$ cat src/rtl/shift_register_8b.sv
// Right-shift register with parallel load, serial in and a registered serial out.
// Optional macro SR_ROTATE_EN adds a rotate input that wraps the LSB into the MSB.
module shift_register_8b #(
  parameter int unsigned WIDTH = 8
) (
  input  logic             clk,
  input  logic             reset,
  input  logic [WIDTH-1:0] parallelIn,
  input  logic             serialIn,
  input  logic             mode,
`ifdef SR_ROTATE_EN
  input  logic             rotate,
`endif
  output logic             serialOut,
  output logic [WIDTH-1:0] state
);

  logic [WIDTH-1:0] state_q, state_d;
  logic             sout_q, sout_d;
  logic             fill_bit;

  // Bit entering the MSB on a shift: serialIn, or the outgoing LSB when rotating.
`ifdef SR_ROTATE_EN
  assign fill_bit = rotate ? state_q[0] : serialIn;
`else
  assign fill_bit = serialIn;
`endif

  always_comb begin
    state_d = state_q;
    sout_d  = sout_q;
    if (mode) begin
      state_d = parallelIn;
    end else begin
      sout_d  = state_q[0];
      state_d = {fill_bit, state_q[WIDTH-1:1]};
    end
  end

  always_ff @(posedge clk) begin
    if (reset) begin
      state_q <= '0;
      sout_q  <= 1'b0;
    end else begin
      state_q <= state_d;
      sout_q  <= sout_d;
    end
  end

  assign state     = state_q;
  assign serialOut = sout_q;

endmodule

$ cat config.mk
export PLATFORM = sky130hd
export DESIGN_NAME = shift_register_8b
export DESIGN_NICKNAME = d
export VERILOG_FILES = /design/src/rtl/shift_register_8b.sv
export SDC_FILE = /design/constraint.sdc
export NUM_CORES = 1
export LEC_CHECK = 0
export CELL_PAD_IN_SITES_DETAIL_PLACEMENT = 0
export CELL_PAD_IN_SITES_GLOBAL_PLACEMENT = 1
export CORE_MARGIN = 2
export CORE_UTILIZATION = 23
export DETAILED_ROUTE_END_ITERATION = 16
export HOLD_SLACK_MARGIN = 0.15
export PLACE_DENSITY_LB_ADDON = 0.1
export SLEW_MARGIN = 20
export SYNTH_ARGS = -nofsm -noshare
export SYNTH_HDL_FRONTEND = slang
export SYNTH_SLANG_ARGS = --single-unit
$ cat constraint.sdc
create_clock -name clk -period 0.8 [get_ports clk]
set_input_delay 0.16 -clock clk [delete_from_list [all_inputs] [get_ports clk]]
set_output_delay 0.16 -clock clk [all_outputs]
set_load 0.05 [all_outputs]
# == Word-level counts from Yosys, hierarchy flattened ==
# Index checks and enable logic that the tools add are counted.
# totals
register_bits,9
elab_cells,3
# op_classes
muxes,1
# ops
operator,count
2-to-1 mux 8 bit,1

# == Depth between registers and ports, before layout ==
# Gate-level depths: netlist of run 1.
# logic_depth
ltp_word,1
depth_mapped,3

# == Worst setup path before layout of run 1 ==
# Ideal clock, no wire load.
# synth_path
kind,flip-flop to flip-flop
startpoint,register serialOut (netlist name)
endpoint,"register sout_q, in the netlist serialOut"
setup_time_ps,66
t_arrival_ps,827
path_slack_ps,-93
path_stages_with_launch,3
cell_sequence,dfxtp_1 > mux2i_1 > nor2_1
# synth_rtl
item,line_no,text
to (signal assigned),46,sout_q <= sout_d;
to (decl),19,"logic sout_q, sout_d;"

# == Worst setup path after layout of run 1 ==
# layout_path
startpoint,"register state_q[2], in the netlist state[2]"
endpoint,output port state[2]
# layout_rtl
item,line_no,text
from (decl),18,"logic [WIDTH-1:0] state_q, state_d;"
from (signal assigned),45,state_q <= state_d;
to (decl),15,output logic [WIDTH-1:0] state
# No word-level cell between the ends.

==> metrics.md, run 1 <==
| Metric | Value |
|---|---|
| Outcome | complete, but fails checks |
| Failing checks | setup timing |
| Die Y | 41.2 microns |
| Largest cells by area after synthesis | dfxtp_1, mux2i_1, nor2_1, buf_6, buf_1 |
| Synth Flop Type | dfxtp_1 |
| Achievable clock frequency | 1.11 GHz |
| Hold path depth | 4 |
| CP delay by family, top | flip-flops |
| WHS Endpoint | state[7]$_SDFF_PP0_ |
| Reg2Reg Setup Slack | 0.17 ns |
| Post-CTS Hold Fix Bufs | 0 |
| Drt via density | 4.11 |
| Yosys warning total | 0 |
| CP cell instances | buf_12 |
| Antenna cell count | 0 |
| Die X-Extent | 41.2 microns |
| Critical Path AT | 0.74 ns |
| Final Skew | 0.00201 ns |
| Syn-to-layout area delta | 115% |
| Total gr overflow | 0 |
| Reg-to-Reg Start | state[3]$_SDFF_PP0_ |
| Fin crit share | 113% |
| Syn_area_per_cell | 11.0 sq um |
| GP Congestion | 0.654 |
| Placed cells | 66 |
| Post-layout util | 52.8% |
| DRT Pass-1 Iters | 2 |
| Crit. End Element | output pin |
| Clk slew on worst S/H paths | 0.06 ns |
| Crit start category | flip-flop |
| Cell area after synthesis | 319 sq um |
| Dpl hpwl | 547 microns |
| Initial DRC count | 3 |
| # setup viols final | 9 |
| H-tree levels | 1 |
| Clk_lat worst skew | 0.25 ns |
| Cell Rows | 13 |
| Cell taking the most area after synthesis | dfxtp_1 |
| CTS sink cnt | 9 |
| Critical path class | reg -> out |
| Worst Setup Slack, final | -0.103 ns |
| Slew Viols, Final | 0 |
| Post-synthesis register bit count | 9 |
| Total of max-cap violations | 0 |
| Unrepaired setup endpoints after global routing | true |
| FFs w/ async S/R, synth | 0% |
| Final std cells w/o fill | 70 |
| Number of synthesized flops with an enable pin | 0 |
| Synthesized instance count | 29 |
| Crit path max fanout | 2 |
| Share of cells above drive strength 1 | 45.5% |
| PortBufs | 20 |
| Core area | 0.00130 sq mm |
| Drt wl/cell | 9.66 microns |
| DIE AREA | 0.00170 sq mm |
| VDD IR max | 927 uV |
| Share of the synthesized area in the top cell type | 56.5% |
| Power Density | 1700 mW/mm^2 |
| CP max-delay cell | dfxtp_2 |
| Register area share after synthesis | 56.5% |
| Vias in the first global route | 266 |
| Distinct cell type count after synthesis | 5 |
| Leak Pwr | 0.305 nW |
| Largest net degree at the start of global routing | 6 |
| Clock buffer depth | 2 |
| Via count | 288 |
| Fillers | 128 |
| Worst Tran Pin Value | 0.126 ns |
| WHS | 0.466 ns |
| Worst path max stage delay | 0.36 ns |
| R2R Path End | state[2]$_SDFF_PP0_ |
| Dpl ws | -0.379 ns |
| Antenna violations before repair | 0 |
| CP required | 0.64 ns |
| Root Driver | clkbuf_4 |
| First-pass GRT wire length | 1080 microns |
| Total GRT Usage | 10.9% |
| Synth top cells by count | dfxtp_1, mux2i_1, nor2_1 |
| R2R cell count | 2 |
| Hold WC Path Type | in -> reg |
| DRC Markers | 0 |
| Initial core utilization | 24.5% |
| Clock buffer count from CTS | 3 |
| CTS tree | yes |
| Minimum clock period | 0.903 ns |
| Max-slew headroom at the worst pin | 91.3% |
| I/O pin count | 21 |
| Hold Startpoint | mode |
| ANT nets after route | 0 |
| Final Hold Viols | 0 |
| NumNets Final | 68 |
| Final wirelength | 676 microns |
| Crit path buffers/inverters | 1 |
| Syn_nets | 41 |
-- logic make-up after synthesis --
logic type | after synthesis | share of synthesized area (%)
buf+inv | 2 | 4.70
mux | 9 | 28.2
flops | 9 | 56.5
simple gates | 9 | 10.6
-- cells in the final DEF (no fill, tap or decap) --
master,n
clkdlybuf4s50_1,10
mux2i_1,9
nor2_1,9
buf_12,9
dfxtp_2,9
clkbuf_4,3
buf_4,2
buf_6,2
clkbuf_1,1
dlygate4sd2_1,1
-- registers in the layout, indices dropped and copies added, names as in the netlist --
| name | count |
|---|---|
| serialOut | 1 |
| state | 8 |
-- per-layer routing --
layer  part of all wire [%]  track usage [%]
met4                      0             7.26
met3                    8.6             6.52
met1                     43             13.1
met2                     48             14.1
met5                      0                0
-- power breakdown --
| part | switching (mW) | internal [mW] |
|---|---|---|
| Combinational | 0.141 | 0.183 |
| Clock | 0.148 | 0.192 |
| Sequential | 0.0272 | 0.481 |
-- how the worst max path moves through the flow --
stage	slack, ns	to	start	cells after the start
5_1_grt	-0.15	state[2]	state[2]$_SDFF_PP0_	1
4_1_cts	-0.11	state[2]	state[2]$_SDFF_PP0_	1
6_report	-0.10	state[2]	state[2]$_SDFF_PP0_	1
3_5_place_dp	-0.38	state[2]$_SDFF_PP0_	mode	4
3_3_place_gp	-0.36	state[6]$_SDFF_PP0_	mode	4
2_1_floorplan	0.08	serialOut$_SDFFE_PP0N_	serialOut$_SDFFE_PP0N_	2
-- metrics by stage --
stage | cell area [sq um] | power [mW] | setup TNS (ns)
after floorplan | 330 | 0.650 | 0
after global placement | 654 | 0.839 | -3.06
after detailed placement | 654 | 0.841 | -3.18
after CTS | 687 | 1.18 | -0.932
after global routing | 687 | 1.24 | -1.23
final | 687 | 1.17 | -0.863
-- worst reg2reg max path, cell delays in order (launching register included) --
cell     delay, ns
dfxtp_2       0.33
mux2i_1       0.13
nor2_1        0.06
-- area by class of cell --
class / instances / area [sq um] / share of cell area, %
Timing Repair Buffer: 24 / 327 / 47.5
Clock buffer: 4 / 26.3 / 3.83
Sequential cell: 9 / 191 / 27.9
Multi-Input combinational cell: 18 / 124 / 18.0
Tap cell: 15 / 18.8 / 2.73
-- timing repair --
item,CTS,global route
setup endpoints to repair,18,9
gates resized for setup,3,0
pin swaps,0,0
endpoints found under the hold margin,0,0
buffers inserted,0,0
No activity file was read; power rests on OpenSTA's default activity.
==> run 2, diff against run 1 <==
Settings changed: SLEW_MARGIN 20 to 10.
==> results of run 2 <==
The final DEF is identical to that of run 1; final timing and power are the same.
